==> config.mk <==
export PLATFORM = sky130hd
export DESIGN_NAME = thee_pll_lock_det
export DESIGN_NICKNAME = d
export VERILOG_FILES = /design/src/rtl/thee_pll_lock_det.sv
export SDC_FILE = /design/constraint.sdc
export NUM_CORES = 1
export LEC_CHECK = 0
export BUFFER_PORTS_ARGS = -buffer_cell sky130_fd_sc_hd__buf_2
export CORE_ASPECT_RATIO = 1.2
export CORE_MARGIN = 3
export CORE_UTILIZATION = 35
export DETAILED_ROUTE_END_ITERATION = 8
export HOLD_SLACK_MARGIN = 0.12
export PLACE_DENSITY = 0.52
export SKIP_CTS_REPAIR_TIMING = 1
export SYNTH_ARGS = -nofsm -noshare
export SYNTH_HDL_FRONTEND = slang
export SYNTH_SLANG_ARGS = --single-unit
==> constraint.sdc <==
create_clock -name clk -period 5.1 [get_ports clk]
set_input_delay 0.765 -clock clk [delete_from_list [all_inputs] [get_ports clk]]
set_output_delay 0.765 -clock clk [all_outputs]
set_load 0.01 [all_outputs]
==> src/rtl/thee_pll_lock_det.sv <==
// rtl/thee_pll_lock_det.sv - PLL lock detector comparing feedback pulses per reference window
module thee_pll_lock_det #(
    parameter int WINDOW     = 64,
    parameter int CNT_W      = 16,
    parameter int TOL        = 2,
    parameter int LOCK_CNT   = 4,
    parameter int UNLOCK_CNT = 2
) (
    input  logic             clk,
    input  logic             rst_n,
    input  logic             enable,
    input  logic             fb_pulse,
    input  logic [CNT_W-1:0] exp_count,
    output logic             lock,
    output logic [CNT_W-1:0] meas_count,
    output logic             meas_valid,
    output logic             lost_lock
);
    localparam int WIN_W   = $clog2(WINDOW);
    localparam int RUN_MAX = (LOCK_CNT > UNLOCK_CNT) ? LOCK_CNT : UNLOCK_CNT;
    localparam int RUN_W   = $clog2(RUN_MAX + 1);

    localparam logic [WIN_W-1:0] WIN_LAST = WIN_W'(WINDOW - 1);
    localparam logic [RUN_W-1:0] LOCK_N   = RUN_W'(LOCK_CNT);
    localparam logic [RUN_W-1:0] UNLOCK_N = RUN_W'(UNLOCK_CNT);
    localparam logic [CNT_W:0]   TOL_V    = (CNT_W + 1)'(TOL);

    typedef enum logic {ACQ, LOCKED} state_t;

    state_t           state;
    logic [WIN_W-1:0] win_cnt;
    logic [CNT_W-1:0] fb_cnt;
    logic [RUN_W-1:0] good_run;
    logic [RUN_W-1:0] bad_run;

    logic [CNT_W:0]   sum;
    logic [CNT_W-1:0] total;
    logic [CNT_W:0]   diff;
    logic             good;
    logic             win_end;

    // total doubles as the saturating next value of the feedback counter
    always_comb begin
        sum     = {1'b0, fb_cnt} + (CNT_W + 1)'(fb_pulse);
        total   = sum[CNT_W] ? {CNT_W{1'b1}} : sum[CNT_W-1:0];
        diff    = (total >= exp_count) ? ({1'b0, total} - {1'b0, exp_count})
                                       : ({1'b0, exp_count} - {1'b0, total});
        good    = (diff <= TOL_V);
        win_end = (win_cnt == WIN_LAST);
    end

    assign lock = (state == LOCKED);

    always_ff @(posedge clk or negedge rst_n) begin
        if (!rst_n) begin
            state      <= ACQ;
            win_cnt    <= '0;
            fb_cnt     <= '0;
            good_run   <= '0;
            bad_run    <= '0;
            meas_count <= '0;
            meas_valid <= 1'b0;
            lost_lock  <= 1'b0;
        end else if (!enable) begin
            state      <= ACQ;
            win_cnt    <= '0;
            fb_cnt     <= '0;
            good_run   <= '0;
            bad_run    <= '0;
            meas_valid <= 1'b0;
            lost_lock  <= 1'b0;
        end else begin
            meas_valid <= 1'b0;
            lost_lock  <= 1'b0;
            if (win_end) begin
                win_cnt    <= '0;
                fb_cnt     <= '0;
                meas_count <= total;
                meas_valid <= 1'b1;
                case (state)
                    ACQ: begin
                        if (!good) begin
                            good_run <= '0;
                        end else if (good_run + RUN_W'(1) >= LOCK_N) begin
                            state    <= LOCKED;
                            good_run <= '0;
                            bad_run  <= '0;
                        end else begin
                            good_run <= good_run + RUN_W'(1);
                        end
                    end
                    LOCKED: begin
                        if (good) begin
                            bad_run <= '0;
                        end else if (bad_run + RUN_W'(1) >= UNLOCK_N) begin
                            state     <= ACQ;
                            good_run  <= '0;
                            bad_run   <= '0;
                            lost_lock <= 1'b1;
                        end else begin
                            bad_run <= bad_run + RUN_W'(1);
                        end
                    end
                    default: state <= ACQ;
                endcase
            end else begin
                win_cnt <= win_cnt + WIN_W'(1);
                fb_cnt  <= total;
            end
        end
    end
endmodule

==> Word-level counts from Yosys, hierarchy flattened <==
Cells that the tools add are included.
{ "classes": {"add_sub_neg": 6, "multipliers": 0, "n_div": 0, "order_cmp": 4, "eq_ne": 6, "shift": 0, "muxes": 34, "bitwise_logic": 1, "reduce_logical": 3} }
{ "op_table": {"columns": ["op", "n"], "rows": [
  ["2-to-1 mux 16 bit", 3],
  ["2-to-1 mux 3 bit", 12],
  ["subtractor 16 x 16 -> 17 bit", 2],
  ["adder 16 x 1 -> 17 bit", 1],
  ["less-or-equal comparator 17 x 2 -> 1 bit (second input constant)", 1],
  ["2-to-1 mux 17 bit", 1],
  ["greater-or-equal comparator 16 bit", 1],
  ["2-to-1 mux 1 bit", 13],
  ["2-to-1 mux 6 bit", 2],
  ["case mux 3 bit (2 select lines)", 2],
  ["!= test 3 bit (second input constant)", 3],
  ["adder 3 x 1 -> 3 bit (second input constant)", 2],
  ["adder 6 x 1 -> 6 bit (second input constant)", 1],
  ["equality test 6 bit (second input constant)", 1],
  ["AND reduction 3 bit", 2],
  ["greater-or-equal comparator 3 x 2 -> 1 bit (second input constant)", 1],
  ["greater-or-equal comparator 3 bit (second input constant)", 1],
  ["!= test 3 x 2 -> 1 bit (second input constant)", 1],
  ["!= test 2 x 1 -> 1 bit (second input constant)", 1],
  ["case mux 1 bit (2 select lines)", 1],
  ["AND reduction 2 bit", 1],
  ["NOT 1 bit", 1]
]} }
{ "totals": {"ff_bits": 47, "latchBits": 0, "ram_bits": 0, "romBits": 0, "in_bits": 20, "out_inout_bits": 19, "wordCells": 62, "memories": 0} }

==> Depth between registers and ports, before layout <==
{ "depth": {"word_depth": 9, "mapped_depth": 24, "depth_no_buf": 23} }

==> Least setup slack after synthesis <==
OpenSTA, ideal clock, no wires.
{ "synth_timing": {"path_kind": "input to register", "start": "in fb_pulse", "end": "reg good_run[0]", "setup_ns": 0.065, "arrival_ns": 5.134, "required_time_ns": 5.035, "slack_ns": -0.099, "stages": 24, "path_buffers": 1, "cell_sequence": "ha_1 ha_1 and3_1 and3_1 and3_1 inv_1 nor2_1 nand3_1 nor2_1 clkbuf_1 nor2_1 inv_1 ha_1 fa_1 nand2b_1 a21o_1 a31oi_1 a21oi_1 o211ai_1 nand3_1 a2111oi_4 o211ai_4 a22oi_2 o22a_1"} }
{ "synth_between": {"elab_chain_cells": 9, "elab_cells_between_ends": 13, "classes_between": "add/sub: 3; order compare: 2; eq/ne: 1; mux: 6; reduce/logical: 1"} }
{ "synth_rtl": {"columns": ["element", "line", "text"], "rows": [
  ["start: declaration", "12", "input logic fb_pulse,"],
  ["adder 16 x 1 -> 17 bit (*)", "44", "sum = {1'b0, fb_cnt} + (CNT_W + 1)'(fb_pulse);"],
  ["2-to-1 mux 16 bit (*)", "45", "total = sum[CNT_W] ? {CNT_W{1'b1}} : sum[CNT_W-1:0];"],
  ["via total[0]", "37", "logic [CNT_W-1:0] total;"],
  ["subtractor 16 x 16 -> 17 bit (tied with other cells)", "47", ": ({1'b0, exp_count} - {1'b0, total});"],
  ["2-to-1 mux 17 bit (*)", "46", "diff = (total >= exp_count) ? ({1'b0, total} - {1'b0, exp_count})"],
  ["less-or-equal comparator 17 x 2 -> 1 bit (*)", "48", "good = (diff <= TOL_V);"],
  ["2-to-1 mux 3 bit", "82", "if (!good) begin"],
  ["case mux 3 bit (2 select lines)", "80", "case (state)"],
  ["2-to-1 mux 3 bit", "75", "if (win_end) begin"],
  ["2-to-1 mux 3 bit", "64", "end else if (!enable) begin"],
  ["end signal: assignment", "89", "good_run <= good_run + RUN_W'(1);"],
  ["end: declaration", "33", "logic [RUN_W-1:0] good_run;"]
]} }
Mark *: on every way through the listed nets, which the timed path passes. The rest lies on a longest branch. The select of a mux whose other input is x is not followed.
A chain may end at the register's enable or synchronous reset.

==> Worst setup path after layout <==
Same ends and word-level chain as after synthesis.

==> summary.md <==
| Metric | Value |
|---|---|
| Outcome | completed |
| Least-Margin Pin Slew | 1.01 ns |
| R2R Path End | good_run[0] |
| Commonest non-fill, non-tap cell in the layout | buf_4 |
| Adder and majority gate portion of the synthesized area | 0.127 |
| Ys Warns | 0 |
| Crit path kind | primary input to flip-flop |
| Post-Synthesis Cell Area | 4160 um^2 |
| Largest family of logic cells by synthesized area | compound AO/OA/AOI/OAI gates |
| Setup crit end | good_run[0] |
| Worst-path clk slew | 0.06 ns |
| Post-synthesis register bit count | 47 |
| Effective utilization at floorplan | 0.368 |
| Starting DRT DRC Count | 134 |
| TritonCTS clock tree | yes |
| Synth Area in Compound Gates | 0.245 |
| CP Depth | 28 |
| Mux cell area share after synthesis | 0.0172 |
| Part of the Yosys area used for sequential elements | 0.283 |
| Asr flop ratio synth | 1.00 |
| Root Buffer | clkbuf_16 |
| DPL Wire Length | 9800 um |
| Post-synthesis cell count | 508 |
| Die Ht | 125 um |
| Num CTS Buffers | 5 |
| Worst R2R Setup Slack | 0.39 ns |
| Placed Area | 5150 um^2 |
| First-pass GRT wire length | 19900 um |
| Vias | 4086 |
| GRT Total Usage | 0.183 |
| Final setup violation count | 0 |
| Drt pass-1 iters | 4 |
| Setup WS pre-CTS | -0.275 ns |
| Max_cap viols | 0 |
| DR DRC count | 0 |
| Fin crit share | 0.968 |
| Initial antenna violation count | 0 |
| Crit-path leading delay family | compound AO/OA/AOI/OAI gates |
| Peak VDD IR | 0.000272 V |
| Drt total wl | 12300 um |
| Final WS setup | 0.164 ns |
| Layout Skew | 0.00286 ns |
| Clk Latency, worst-skew pair | 0.29 ns |
| Routability cong. | 0.947 |
| R2r worst-path depth | 27 |
| Worst path max stage delay | 0.34 ns |
| Die Area | 13200 um^2 |
| Fin area | 5640 um^2 |
| Fmax | 203 MHz |
| Slew HR | 0.327 |
| Worst hold path type | flip-flop to flip-flop |
| CTS Sinks | 47 |
| Hold Fails Final Rpt | 0 |
| Crit path launch | fb_pulse |
| DR vias/cell | 5.22 |
| Num rows | 42 |
| # H-tree levels | 2 |
| Fin nets | 689 |
| Syn_nets | 569 |
| Drt wl/cell | 15.7 um |
| WP buf/inv | 7 |
| Final Max Slew Viols | 0 |
| Synthesis-to-finish area growth | 35.5% |
| Max FO, Critical Path | 8 |
| Antenna Diode Count | 0 |
| Slowest-stage cell, CP | fa_2 |
| P per Cell Area | 179 nW/um^2 |
| Syn Area/Cell | 8.18 um^2 |
| Leakage power | 2.83 nW |
| Simple-gate share of the synthesized area | 0.221 |
| Total gr overflow | 0 |
| Top Ports | 39 |
| Reg2reg start | fb_cnt[0] |
| CP arrival | 5.11 ns |
| Ratio of cells with drive above 1 in the final layout | 0.347 |
| Worst Setup Start Kind | primary input |
| # port buffers | 38 |
| CP endpoint kind | flip-flop |
| Library cells used by synthesis | 66 |
| ANT nets after route | 0 |
| Tmin final | 4.94 ns |
| WP data required | 5.28 ns |
| Core ar. | 11300 um^2 |
| Total power | 1.01 mW |
| Most frequent cells in the layout | 92 x buf_4, 51 x nand2_1, 47 x dfrtp_1, 45 x inv_1, 39 x buf_2 |
| Die Wd | 105 um |
| Largest net degree at the start of global routing | 48 |
| XOR/XNOR Fraction of Synth Area | 0.0442 |
| Vias in the first global route | 3978 |
| Max Buffers Root-to-Sink | 2 |
| Ys flop type | dfrtp_1 |
| RSZ-0062 raised after global routing | true |
| Number of synthesized flops with an enable pin | 0 |
registers in the layout, indices dropped and copies added, names as in the netlist:
register    cells
fb_cnt         16
meas_count     16
win_cnt         6
bad_run         3
good_run        3
lock            1
lost_lock       1
meas_valid      1
synthesized netlist by cell type, drive strengths merged, types with 6 or more instances:
| master | n | share of area |
|---|---|---|
| nand2 | 52 | 0.047 |
| nor2 | 49 | 0.045 |
| dfrtp | 47 | 0.28 |
| inv | 45 | 0.041 |
| ha | 39 | 0.12 |
| o21ai | 33 | 0.043 |
| a21oi | 30 | 0.037 |
| nand3 | 23 | 0.028 |
| a21o | 20 | 0.036 |
| clkbuf | 13 | 0.012 |
| xor2 | 11 | 0.023 |
| nor3 | 10 | 0.013 |
| xnor2 | 10 | 0.021 |
| a31oi | 9 | 0.015 |
| and3 | 9 | 0.014 |
| nand4 | 9 | 0.014 |
| and2 | 8 | 0.012 |
| buf | 7 | 0.0099 |
| a2111oi | 6 | 0.023 |
| mux2i | 6 | 0.014 |
| nand2b | 6 | 0.0090 |
| or2 | 6 | 0.0090 |
final cells by class:
type                       instances  area [um^2]
fill                            1100         5660
clock inverter                     2         35.0
clock buffer                       6          139
timing repair buffer             133          908
sequential                        47         1180
tap                              154          193
multi-input combinational        396         3020
inverter                          45          169
kinds of logic after synthesis:
logic type | after synthesis
AO/OA/AOI/OAI | 139
AND/OR/NAND/NOR | 188
buffers and inverters | 65
adder cells (fa/ha/maj) | 41
flip-flops | 47
XOR/XNOR | 21
multiplexers | 7
worst min path at each step:
stage	start	to	slack, ns	cells past startpoint
finish	win_cnt[0]	win_cnt[0]	0.46	1
global route	meas_count[2]	meas_count[2]	0.50	2
floorplan	win_cnt[0]	win_cnt[0]	0.43	1
global placement	meas_count[12]	meas_count[12]	0.46	2
CTS	win_cnt[0]	win_cnt[0]	0.47	1
detailed placement	win_cnt[0]	win_cnt[0]	0.46	1
power by group:
group	internal [mW]	leakage, nW	switching (mW)	total, mW
clock network	0.244	0.0868	0.134	0.378
logic	0.114	2.09	0.139	0.253
registers	0.376	0.653	0.00213	0.378
stage by stage:
step | cells | setup TNS (ns) | utilization | hold slack [ns]
after global placement | 771 | -1.35 | 0.455 | 0.460
after global routing | 783 | -0.281 | 0.499 | 0.504
after CTS | 779 | 0 | 0.471 | 0.469
after floorplan | 508 | 0 | - | 0.433
after detailed placement | 771 | -1.90 | 0.455 | 0.460
final | 783 | 0 | 0.499 | 0.460
layer usage:
metal | GRT usage | wire length, um | up-vias
li1 | - | - | 2024
met4 | 0.0671 | 325 | 0
met3 | 0.0149 | 381 | 25
met2 | 0.315 | 6170 | 95
met5 | 0 | 0 | -
met1 | 0.239 | 5400 | 1942
(Power assumes the default switching activity.)
